<file path="src/rtl/ddr3_app_arbiter_if.sv">
// Handshake bundle between the capture/readback requesters, the arbiter and
// the MIG native app interface. The arbiter connects through the slave
// modport. The requesters and the MIG model connect through the master
// modport.
interface ddr3_app_arbiter_if #(
   parameter int pDATA_WIDTH = 32,
   parameter int pADDR_WIDTH = 30
) ();

   // write requester (capture engine)
   logic                       wr_req;
   logic [pADDR_WIDTH-1:0]     wr_addr;
   logic [2*pDATA_WIDTH-1:0]   wr_data;
   logic                       wr_ack;

   // read requester (USB readback)
   logic                       rd_req;
   logic [pADDR_WIDTH-1:0]     rd_addr;
   logic                       rd_ack;
   logic [pDATA_WIDTH-1:0]     rd_data;
   logic                       rd_data_valid;
   logic                       rd_data_last;

   // MIG app command / write-data side
   logic [pADDR_WIDTH-1:0]     app_addr;
   logic [2:0]                 app_cmd;
   logic                       app_en;
   logic                       app_wdf_wren;
   logic                       app_wdf_end;
   logic [pDATA_WIDTH-1:0]     app_wdf_data;
   logic                       app_rdy;
   logic                       app_wdf_rdy;

   // MIG app read-return side
   logic [pDATA_WIDTH-1:0]     app_rd_data;
   logic                       app_rd_data_valid;
   logic                       app_rd_data_end;

   // arbiter view
   modport slave (
      input  wr_req, wr_addr, wr_data,
      input  rd_req, rd_addr,
      input  app_rdy, app_wdf_rdy,
      input  app_rd_data, app_rd_data_valid, app_rd_data_end,
      output wr_ack, rd_ack, rd_data, rd_data_valid, rd_data_last,
      output app_addr, app_cmd, app_en, app_wdf_wren, app_wdf_end, app_wdf_data
   );

   // requesters + MIG view
   modport master (
      output wr_req, wr_addr, wr_data,
      output rd_req, rd_addr,
      output app_rdy, app_wdf_rdy,
      output app_rd_data, app_rd_data_valid, app_rd_data_end,
      input  wr_ack, rd_ack, rd_data, rd_data_valid, rd_data_last,
      input  app_addr, app_cmd, app_en, app_wdf_wren, app_wdf_end, app_wdf_data
   );

endinterface

</file>
<file path="src/rtl/ddr3_app_arbiter.sv">
// Two-port arbiter in front of the DDR3 MIG native app interface.
// The write port is fed by the capture engine. The read port is fed by the
// USB readback logic.
// Arbitration is sticky: the port granted last keeps priority. After
// pMAX_BURST consecutive grants it yields, but only if the other port is
// waiting.
// A write is one command plus two data beats. A read is one command.
// Outstanding reads are counted so the MIG read queue cannot be overrun.
// Read data is forwarded straight through to the read port.
module ddr3_app_arbiter #(
   parameter int pDATA_WIDTH      = 32,
   parameter int pADDR_WIDTH      = 30,
   parameter int pMAX_BURST       = 16,
   parameter int pMAX_OUTSTANDING = 8
) (
   input  logic                clk,
   input  logic                reset_n,
   input  logic                init_calib_complete_i,
   input  logic                clear_err_i,
   output logic                rd_pending_o,
   output logic                rd_underflow_o,
   output logic                grant_wr_o,
   output logic                grant_rd_o,
   ddr3_app_arbiter_if.slave   bus
);

   localparam int BW = $clog2(pMAX_BURST + 1);
   localparam int OW = $clog2(pMAX_OUTSTANDING + 1);

   localparam logic [BW-1:0] MAX_BURST_C = BW'(pMAX_BURST);
   localparam logic [OW-1:0] MAX_OUTST_C = OW'(pMAX_OUTSTANDING);

   // Encoding of the last-granted port.
   localparam logic PORT_WR = 1'b0;
   localparam logic PORT_RD = 1'b1;

   typedef enum logic [1:0] {
      S_ARB    = 2'd0,
      S_WR_CMD = 2'd1,
      S_WR_END = 2'd2,
      S_RD_CMD = 2'd3
   } state_t;

   state_t                  state_q, state_d;
   logic [pADDR_WIDTH-1:0]  app_addr_q, app_addr_d;
   logic                    grant_wr_q, grant_wr_d;
   logic                    grant_rd_q, grant_rd_d;
   logic                    last_grant_q, last_grant_d;
   logic [BW-1:0]           burst_cnt_q, burst_cnt_d;
   logic [OW-1:0]           outstanding_q, outstanding_d;
   logic                    rd_underflow_q, rd_underflow_d;

   logic                    eligible_wr;
   logic                    eligible_rd;
   logic                    pick_rd;
   logic                    wr_ack;
   logic                    rd_ack;
   logic                    data_end;

   // Handshake completions. Both are decoded from state and the MIG ready
   // signals, so the requester sees the ack in the same cycle the MIG
   // accepts the transfer.
   assign wr_ack   = (state_q == S_WR_END) && bus.app_wdf_rdy;
   assign rd_ack   = (state_q == S_RD_CMD) && bus.app_rdy;
   assign data_end = bus.app_rd_data_valid && bus.app_rd_data_end;

   assign eligible_wr = bus.wr_req;
   assign eligible_rd = bus.rd_req && (outstanding_q < MAX_OUTST_C);

   // Arbitration and transaction sequencing: next state, grant and burst
   // bookkeeping.
   always_comb begin
      state_d      = state_q;
      app_addr_d   = app_addr_q;
      grant_wr_d   = grant_wr_q;
      grant_rd_d   = grant_rd_q;
      last_grant_d = last_grant_q;
      burst_cnt_d  = burst_cnt_q;
      pick_rd      = 1'b0;

      case (state_q)
         S_ARB: begin
            if (init_calib_complete_i && (eligible_wr || eligible_rd)) begin
               // When both ports are eligible, the previous owner keeps
               // priority until its burst allowance is used up.
               if (eligible_wr && eligible_rd) begin
                  pick_rd = (burst_cnt_q < MAX_BURST_C) ? last_grant_q : ~last_grant_q;
               end else begin
                  pick_rd = eligible_rd;
               end

               app_addr_d = pick_rd ? bus.rd_addr : bus.wr_addr;
               grant_wr_d = ~pick_rd;
               grant_rd_d = pick_rd;
               state_d    = pick_rd ? S_RD_CMD : S_WR_CMD;

               // The burst counter saturates at the limit. It restarts at 1
               // whenever ownership moves to the other port.
               if (pick_rd == last_grant_q) begin
                  burst_cnt_d = (burst_cnt_q < MAX_BURST_C) ? burst_cnt_q + BW'(1) : burst_cnt_q;
               end else begin
                  burst_cnt_d  = BW'(1);
                  last_grant_d = pick_rd;
               end
            end
         end

         S_WR_CMD: begin
            // The command and beat 0 must be taken together, because both
            // strobes are raised in this state.
            if (bus.app_rdy && bus.app_wdf_rdy) begin
               state_d = S_WR_END;
            end
         end

         S_WR_END: begin
            // Once beat 0 has gone, the write must finish, so the arbiter
            // waits here as long as the MIG requires.
            if (bus.app_wdf_rdy) begin
               state_d    = S_ARB;
               grant_wr_d = 1'b0;
            end
         end

         S_RD_CMD: begin
            if (bus.app_rdy) begin
               state_d    = S_ARB;
               grant_rd_d = 1'b0;
            end
         end

         default: begin
            state_d = S_ARB;
         end
      endcase
   end

   // Outstanding-read accounting. A simultaneous issue and return leaves the
   // count unchanged.
   // A return that arrives while the count is zero is flagged and otherwise
   // ignored.
   // When clear_err and a new underflow happen in the same cycle, the flag
   // stays set.
   always_comb begin
      outstanding_d  = outstanding_q;
      rd_underflow_d = rd_underflow_q;

      if (clear_err_i) begin
         rd_underflow_d = 1'b0;
      end

      if (rd_ack && !data_end) begin
         outstanding_d = outstanding_q + OW'(1);
      end else if (!rd_ack && data_end) begin
         if (outstanding_q == '0) begin
            rd_underflow_d = 1'b1;
         end else begin
            outstanding_d = outstanding_q - OW'(1);
         end
      end
   end

   // State and bookkeeping registers. Reset takes effect immediately and
   // abandons any transaction in flight.
   always_ff @(posedge clk or negedge reset_n) begin
      if (!reset_n) begin
         state_q        <= S_ARB;
         app_addr_q     <= '0;
         grant_wr_q     <= 1'b0;
         grant_rd_q     <= 1'b0;
         last_grant_q   <= PORT_WR;
         burst_cnt_q    <= '0;
         outstanding_q  <= '0;
         rd_underflow_q <= 1'b0;
      end else begin
         state_q        <= state_d;
         app_addr_q     <= app_addr_d;
         grant_wr_q     <= grant_wr_d;
         grant_rd_q     <= grant_rd_d;
         last_grant_q   <= last_grant_d;
         burst_cnt_q    <= burst_cnt_d;
         outstanding_q  <= outstanding_d;
         rd_underflow_q <= rd_underflow_d;
      end
   end

   // MIG strobes are decoded from state so that they drop to zero as soon
   // as reset is asserted.
   assign bus.app_en       = (state_q == S_WR_CMD) || (state_q == S_RD_CMD);
   assign bus.app_wdf_wren = (state_q == S_WR_CMD) || (state_q == S_WR_END);
   assign bus.app_wdf_end  = (state_q == S_WR_END);
   assign bus.app_wdf_data = (state_q == S_WR_CMD) ? bus.wr_data[pDATA_WIDTH-1:0] :
                             (state_q == S_WR_END) ? bus.wr_data[2*pDATA_WIDTH-1:pDATA_WIDTH] :
                             '0;
   // Read when the read port owns the bus. Otherwise (a write, or idle) the
   // encoding is 000.
   assign bus.app_cmd      = {2'b00, grant_rd_q};
   assign bus.app_addr     = app_addr_q;

   assign bus.wr_ack        = wr_ack;
   assign bus.rd_ack        = rd_ack;
   // The MIG returns reads in order, so read data bypasses the arbiter
   // state.
   assign bus.rd_data       = bus.app_rd_data;
   assign bus.rd_data_valid = bus.app_rd_data_valid;
   assign bus.rd_data_last  = data_end;

   assign rd_pending_o   = (outstanding_q != '0);
   assign rd_underflow_o = rd_underflow_q;
   assign grant_wr_o     = grant_wr_q;
   assign grant_rd_o     = grant_rd_q;

endmodule

</file>
<file path="src/flat_wrapper.sv">
// flat-port wrapper written by rule: the top's interface ports become plain ports
module ddr3_app_arbiter_flat 
#(
   parameter int pDATA_WIDTH      = 32,
   parameter int pADDR_WIDTH      = 30,
   parameter int pMAX_BURST       = 16,
   parameter int pMAX_OUTSTANDING = 8
)
  (clk, reset_n, init_calib_complete_i, clear_err_i, rd_pending_o, rd_underflow_o, grant_wr_o, grant_rd_o, bus_wr_req, bus_wr_addr, bus_wr_data, bus_rd_req, bus_rd_addr, bus_app_rdy, bus_app_wdf_rdy, bus_app_rd_data, bus_app_rd_data_valid, bus_app_rd_data_end, bus_wr_ack, bus_rd_ack, bus_rd_data, bus_rd_data_valid, bus_rd_data_last, bus_app_addr, bus_app_cmd, bus_app_en, bus_app_wdf_wren, bus_app_wdf_end, bus_app_wdf_data);
  ddr3_app_arbiter_if #(.pDATA_WIDTH(pDATA_WIDTH), .pADDR_WIDTH(pADDR_WIDTH)) bus_i ();
  input  logic clk;
  input  logic reset_n;
  input  logic init_calib_complete_i;
  input  logic clear_err_i;
  output logic rd_pending_o;
  output logic rd_underflow_o;
  output logic grant_wr_o;
  output logic grant_rd_o;
  input wire logic [$bits(bus_i.wr_req)-1:0] bus_wr_req;
  input wire logic [$bits(bus_i.wr_addr)-1:0] bus_wr_addr;
  input wire logic [$bits(bus_i.wr_data)-1:0] bus_wr_data;
  input wire logic [$bits(bus_i.rd_req)-1:0] bus_rd_req;
  input wire logic [$bits(bus_i.rd_addr)-1:0] bus_rd_addr;
  input wire logic [$bits(bus_i.app_rdy)-1:0] bus_app_rdy;
  input wire logic [$bits(bus_i.app_wdf_rdy)-1:0] bus_app_wdf_rdy;
  input wire logic [$bits(bus_i.app_rd_data)-1:0] bus_app_rd_data;
  input wire logic [$bits(bus_i.app_rd_data_valid)-1:0] bus_app_rd_data_valid;
  input wire logic [$bits(bus_i.app_rd_data_end)-1:0] bus_app_rd_data_end;
  output wire logic [$bits(bus_i.wr_ack)-1:0] bus_wr_ack;
  output wire logic [$bits(bus_i.rd_ack)-1:0] bus_rd_ack;
  output wire logic [$bits(bus_i.rd_data)-1:0] bus_rd_data;
  output wire logic [$bits(bus_i.rd_data_valid)-1:0] bus_rd_data_valid;
  output wire logic [$bits(bus_i.rd_data_last)-1:0] bus_rd_data_last;
  output wire logic [$bits(bus_i.app_addr)-1:0] bus_app_addr;
  output wire logic [$bits(bus_i.app_cmd)-1:0] bus_app_cmd;
  output wire logic [$bits(bus_i.app_en)-1:0] bus_app_en;
  output wire logic [$bits(bus_i.app_wdf_wren)-1:0] bus_app_wdf_wren;
  output wire logic [$bits(bus_i.app_wdf_end)-1:0] bus_app_wdf_end;
  output wire logic [$bits(bus_i.app_wdf_data)-1:0] bus_app_wdf_data;
  assign bus_i.wr_req = bus_wr_req;
  assign bus_i.wr_addr = bus_wr_addr;
  assign bus_i.wr_data = bus_wr_data;
  assign bus_i.rd_req = bus_rd_req;
  assign bus_i.rd_addr = bus_rd_addr;
  assign bus_i.app_rdy = bus_app_rdy;
  assign bus_i.app_wdf_rdy = bus_app_wdf_rdy;
  assign bus_i.app_rd_data = bus_app_rd_data;
  assign bus_i.app_rd_data_valid = bus_app_rd_data_valid;
  assign bus_i.app_rd_data_end = bus_app_rd_data_end;
  assign bus_wr_ack = bus_i.wr_ack;
  assign bus_rd_ack = bus_i.rd_ack;
  assign bus_rd_data = bus_i.rd_data;
  assign bus_rd_data_valid = bus_i.rd_data_valid;
  assign bus_rd_data_last = bus_i.rd_data_last;
  assign bus_app_addr = bus_i.app_addr;
  assign bus_app_cmd = bus_i.app_cmd;
  assign bus_app_en = bus_i.app_en;
  assign bus_app_wdf_wren = bus_i.app_wdf_wren;
  assign bus_app_wdf_end = bus_i.app_wdf_end;
  assign bus_app_wdf_data = bus_i.app_wdf_data;
  ddr3_app_arbiter #(.pDATA_WIDTH(pDATA_WIDTH), .pADDR_WIDTH(pADDR_WIDTH), .pMAX_BURST(pMAX_BURST), .pMAX_OUTSTANDING(pMAX_OUTSTANDING)) u_core (.clk(clk), .reset_n(reset_n), .init_calib_complete_i(init_calib_complete_i), .clear_err_i(clear_err_i), .rd_pending_o(rd_pending_o), .rd_underflow_o(rd_underflow_o), .grant_wr_o(grant_wr_o), .grant_rd_o(grant_rd_o), .bus(bus_i));
endmodule
</file>
<file path="config.mk">
export PLATFORM = sky130hd
export DESIGN_NAME = ddr3_app_arbiter_flat
export DESIGN_NICKNAME = d
export VERILOG_FILES = /design/src/rtl/ddr3_app_arbiter_if.sv /design/src/rtl/ddr3_app_arbiter.sv /design/src/flat_wrapper.sv
export SDC_FILE = /design/constraint.sdc
export NUM_CORES = 1
export LEC_CHECK = 0
export CAP_MARGIN = 15
export CORE_AREA = 3 3 107 109
export DETAILED_ROUTE_END_ITERATION = 16
export DIE_AREA = 0 0 110 112
export GPL_TIMING_DRIVEN = 0
export PLACE_DENSITY = 0.85
export REMOVE_ABC_BUFFERS = 1
export SYNTH_ARGS = -nofsm -noshare
export SYNTH_HDL_FRONTEND = slang
export SYNTH_SLANG_ARGS = --single-unit
</file>
<file path="constraint.sdc">
create_clock -name clk -period 3.37 [get_ports clk]
set_input_delay 1.011 -clock clk [delete_from_list [all_inputs] [get_ports clk]]
set_output_delay 1.011 -clock clk [all_outputs]
set_load 0.01 [all_outputs]
</file>
# After elaboration in Yosys (flattened, before gate mapping)
# Index checks and enable logic that the tools add are counted.
[totals]
reg_bits = 45
in_bits = 166
[op_classes]
reduce_logical = 27
mux = 28
n_lt_le_gt_ge = 2
n_bitwise = 3
add_sub_neg = 3
eq_ne = 10
[ops]
columns = ["cell", "count"]
rows = [
  ["32-bit two-way mux", 2],
  ["30-bit two-way mux", 1],
  ["1-bit two-way mux", 12],
  ["4-bit two-way mux", 3],
  ["3-bit AND reduction", 4],
  ["2-bit two-way mux", 5],
  ["5-bit two-way mux", 2],
  ["1-bit logical AND", 9],
  ["2-bit by 1-bit != test with 1-bit output, second input constant", 4],
  ["2-bit case mux with 4 select lines", 1],
  ["2-bit nonzero test", 3],
  ["5-bit by 1-bit adder with 5-bit output, second input constant", 1],
  ["5-bit < comparator, second input constant", 1],
  ["4-bit by 1-bit adder with 4-bit output, second input constant", 1],
  ["2-bit == test, second input constant", 2],
  ["4-bit zero test", 1],
  ["4-bit < comparator, second input constant", 1],
  ["2-bit != test, second input constant", 2],
  ["1-bit case mux with 2 select lines", 2],
  ["2-bit AND reduction", 2],
  ["4-bit AND reduction", 1],
  ["4-bit nonzero test", 1],
  ["4-bit by 1-bit subtractor with 4-bit output, second input constant", 1],
  ["1-bit logical OR", 3],
  ["5 further kinds", 8],
]

# Logic depth before layout (Yosys ltp)
[logic_depth]
depth_word = 9
ltp_mapped = 10
mapped_depth_nobuf = 10

# Least setup slack after synthesis
# OpenSTA, ideal clock, no wires.
[synth_timing]
path_type = "input to register"
from = "input bus_app_rdy"
to = "register u_core.outstanding_q[3]"
n_path_buf = 0
required_ps = 3245
slack_ps = 689
stages = 9
arrival_ps = 2556
setup_time_ps = 125
path_cell_list = "nand2_1 -> inv_1 -> ha_1 -> inv_1 -> ha_1 -> a21o_1 -> a21oi_1 -> mux2_2 -> xnor2_1"
[synth_via]
elab_chain_len = 5
[synth_rtl]
columns = ["element", "line_no", "source"]
rows = [
  ["start: declaration", "flat_wrapper.sv:24", "input wire logic [$bits(bus_i.app_rdy)-1:0] bus_app_rdy;"],
  ["1-bit logical AND (*)", "ddr3_app_arbiter.sv:64", "assign rd_ack = (state_q == S_RD_CMD) && bus.app_rdy;"],
  ["named net bus_rd_ack", "flat_wrapper.sv:30", "output wire logic [$bits(bus_i.rd_ack)-1:0] bus_rd_ack;"],
  ["1-bit zero test", "ddr3_app_arbiter.sv:154", "end else if (!rd_ack && data_end) begin"],
  ["1-bit logical AND", "ddr3_app_arbiter.sv:154", ""],
  ["2-bit nonzero test (no line)", "-", ""],
  ["2-bit AND reduction (no line)", "-", ""],
  ["end signal: assignment", "ddr3_app_arbiter.sv:182", "outstanding_q <= outstanding_d;"],
  ["end: declaration", "ddr3_app_arbiter.sv:50", "logic [OW-1:0] outstanding_q, outstanding_d;"],
]
# Mark *: on every way through the listed nets, which the timed path passes. The rest lies on a longest branch.
# A chain may end at the register's enable or synchronous reset.

# Worst setup path in the final report
[layout_timing]
from = "input bus_app_rdy"
to = "output bus_rd_ack"
[layout_via]
elab_chain_len = 1
[layout_rtl]
columns = ["element", "line_no"]
rows = [
  ["1-bit logical AND", "ddr3_app_arbiter.sv:64"],
  ["end: declaration", "flat_wrapper.sv:30"],
]
# No other way between the ends.

==> flow_summary.toml <==
[cells_and_area]
multi_input_area_sq_um = 1490
seq_area_sq_um = 1130
diodes = 0
final_area_sq_um = 5110
drive_above_1_share = 0.0565
final_nets = 653
area_growth_pct = 72.0
fillCellCount = 994

[detailed_routing]
drc = 0
drtIter0Drc = 155
wl_per_cell_um = 17.1
via_per_inst = 4.77
antenna_left = 0
wirelength_um = 10600
via_count = 2945
drt-pass1-iter-count = 4

[pwr]
peakVddDrop_uv = 310
cell_internal_pwr_w = 0.00224
power_frac_seq = 0.271
clockPowerShare = 0.120
power_switching_w = 0.00130
p_per_area_nw_per_um2 = 692
p_leak_nw = 2.08
comb_power_share = 0.610
switching_share = 0.368

[sta]
final_max_slew_viol_count = 0
relSlewSlack = 0.518
period_needed_ps = 3280
period_share = 0.974
rsz0062_at_grt = "false"
fin_skew_ps = 5.03
fmax_ghz = 0.305
setup_viol = 0
final_hold_viol_count = 0
tightest_slew_ps = 720
finalSetupTns_ps = 0

[min_path]
min_path_type = "register to register"

[critical_path]
worstPathRequired_ps = 2360
cp-end-kind = "output pin"
path_max_fanout = 3
cp_num_buf_inv = 3
critical_path.cell_chain = "clkdlybuf4s50_1 > nand2_1 > inv_1 > clkdlybuf4s50_1"
cpMostUsedCell = "clkdlybuf4s50_1"
cp.arrival_ps = 2270
cpPeakStageDelay_ps = 550
crit_path_start_kind = "input pin"
worst-setup-path-type = "input pin to output pin"
crit_slowest_cell = "clkdlybuf4s50_1"
cpLargestDelayFamily = "buffers and inverters"

[synth]
yosys-top-cells-count = "dfrtp_1 (45), nand2_1 (41), buf_4 (36), a22o_1 (34), mux2i_1 (31)"
yosysWarnings = 0
synth-main-ff-cell = "dfrtp_1"
synth_edf_count = 0
yosysSeqAreaShare = 0.379
synthTopCellsByArea = "dfrtp_1 (38%), mux2i_1 (10%), a22o_1 (10%)"
syn_inst = 309
synth_area_per_cell_sq_um = 9.62
yosysUniqueCellTypes = 43
ys_seq_elements = 45
synth.top_cell.area_share = 0.379
syn_area_sq_um = 2970
async_flop_share = 1.00
synth_area_leader_cell = "dfrtp_1"
synth_most_common_cell = "dfrtp_1"

[global_route]
grt_max_degree = 40
globalRouteTotalUtil = 0.164
grt_pass1_wl_um = 15600
overflow = 0
antenna_found_initial = 0
grt_pass1_vias = 3014

[cts]
clkTransAtPathRegs_ps = 90
htree_num_levels = 2
max-clock-path-buffers = 2
clock_latency_ps = 300
cts.sinks = 45
cts_buffers = 5
cts_root_buffer = "clkbuf_8"
cts_tree = "built"

[run_status]
outcome = "finished, final reports clean"

[placed_design]
numPortBuffers = 207
gp_congestion = 0.761
placed_area_sq_um = 4940
dp_hpwl_um = 8580

[die]
dieArea_sq_um = 12300
die_x_um = 110
initial_core_util = 0.278
num_io_pins = 274
fp.dieH_um = 112
rows = 38
core-area_sq_um = 10700

[run]
drv_cap = 0
## per-stage QoR
stage	hold WS (ps)	setup slack (ps)	util	total power, W	instances
after floorplan	469	-19.8	-	0.00194	257
after global placement	461	-1050	0.454	0.00298	604
after detailed placement	473	-385	0.462	0.00308	608
after CTS	494	73.7	0.476	0.00356	617
after global routing	519	17.3	0.478	0.00381	618
final	485	89.0	0.478	0.00354	618
## repair_timing
item,in CTS,in global routing
buffers inserted,1,1
hold buffers,0,0
resized for setup,4,1
setup endpoints to repair,33,14
## logic make-up (layout without fill, tap and decap cells)
| family | count (synthesis) | after routing | synth area share |
|---|---|---|---|
| compound gates | 91 | 91 | 0.218 |
| mux | 33 | 33 | 0.112 |
| buf+inv | 64 | 232 | 0.136 |
| fa+ha+maj | 10 | 10 | 0.0446 |
| xor+xnor | 4 | 4 | 0.0118 |
| other cells | 1 | 2 | 0.00126 |
| simple gates | 61 | 61 | 0.0972 |
| flops | 45 | 45 | 0.379 |
## area by class of cell
type                    instances  area share
clock buffers                   6      0.0142
clock inverters                 2     0.00759
inverters                      11     0.00807
multi-input cells             201       0.291
flip-flops and latches         45       0.220
well taps                     140      0.0343
repair buffers                213       0.425
## sequential cells by signal (all words and copies together) (netlist names)
| name | count |
|---|---|
| u_core.last_grant_q | 1 |
| u_core.burst_cnt_q | 5 |
| u_core.outstanding_q | 4 |
| u_core.grant_rd_o | 1 |
| u_core.grant_wr_o | 1 |
| u_core.bus.app_addr | 30 |
| u_core.state_q | 2 |
| u_core.rd_underflow_o | 1 |
## power groups by stage
stage / registers, W / clock network (W) / logic, W
after floorplan: 0.00102 / 0 / 0.000920
after global placement: 0.000950 / 0 / 0.00203
after detailed placement: 0.000963 / 0 / 0.00212
after CTS: 0.000960 / 0.000444 / 0.00216
after global routing: 0.00100 / 0.000460 / 0.00235
final: 0.000958 / 0.000424 / 0.00216
## worst min-delay path: cells and delay by family, from the launching register on
| kind | cells | cell delay [ps] |
|---|---|---|
| flops | 1 | 350 |
| simple gates | 1 | 60 |
| compound gates | 1 | 50 |
## layer usage
metal  share of wire  vias up  routed length [um]  track usage
li1                -     1392                   -            -
met3            0.16        9                1680       0.0870
met4           0.013        0                 133       0.0341
met2            0.46      219                4870        0.270
met1            0.37     1325                3880        0.187
met5               0        -                   0            0
## final timing paths
path                                               startpoint                                  end  slack, ps  cells after the start
setup / recovery                                  bus_app_rdy                           bus_rd_ack         90                      4
hold / removal             u_core.bus.app_addr[6]$_DFFE_PN0P_   u_core.bus.app_addr[6]$_DFFE_PN0P_        490                      2
setup reg to reg                u_core.state_q[0]$_DFFE_PN0P_  u_core.outstanding_q[3]$_DFFE_PN0P_        870                     10
hold reg to reg            u_core.bus.app_addr[6]$_DFFE_PN0P_   u_core.bus.app_addr[6]$_DFFE_PN0P_        490                      2
max in group asynchronous                             reset_n      u_core.last_grant_q$_DFFE_PN0P_       2360                      2
min in group asynchronous                             reset_n  u_core.bus.app_addr[28]$_DFFE_PN0P_        540                      1
## cells in the final DEF, fill, tap and decap left out, types with 2 or more instances in the layout
cell / instances
a21o_1: 2
a21oi_1: 4
a22o_1: 34
a22oi_1: 2
buf_12: 4
clkbuf_8: 5
clkdlybuf4s50_1: 206
conb_1: 2
dfrtp_1: 45
ha_1: 7
ha_4: 2
inv_1: 11
mux2_2: 2
mux2i_1: 31
nand2_1: 41
nand2b_1: 2
nor2_1: 5
nor2b_1: 3
o21ai_0: 10
o21ai_1: 25
o21ai_2: 2
o22ai_1: 3
xnor2_1: 3
No activity file was read; power rests on OpenSTA's default activity.
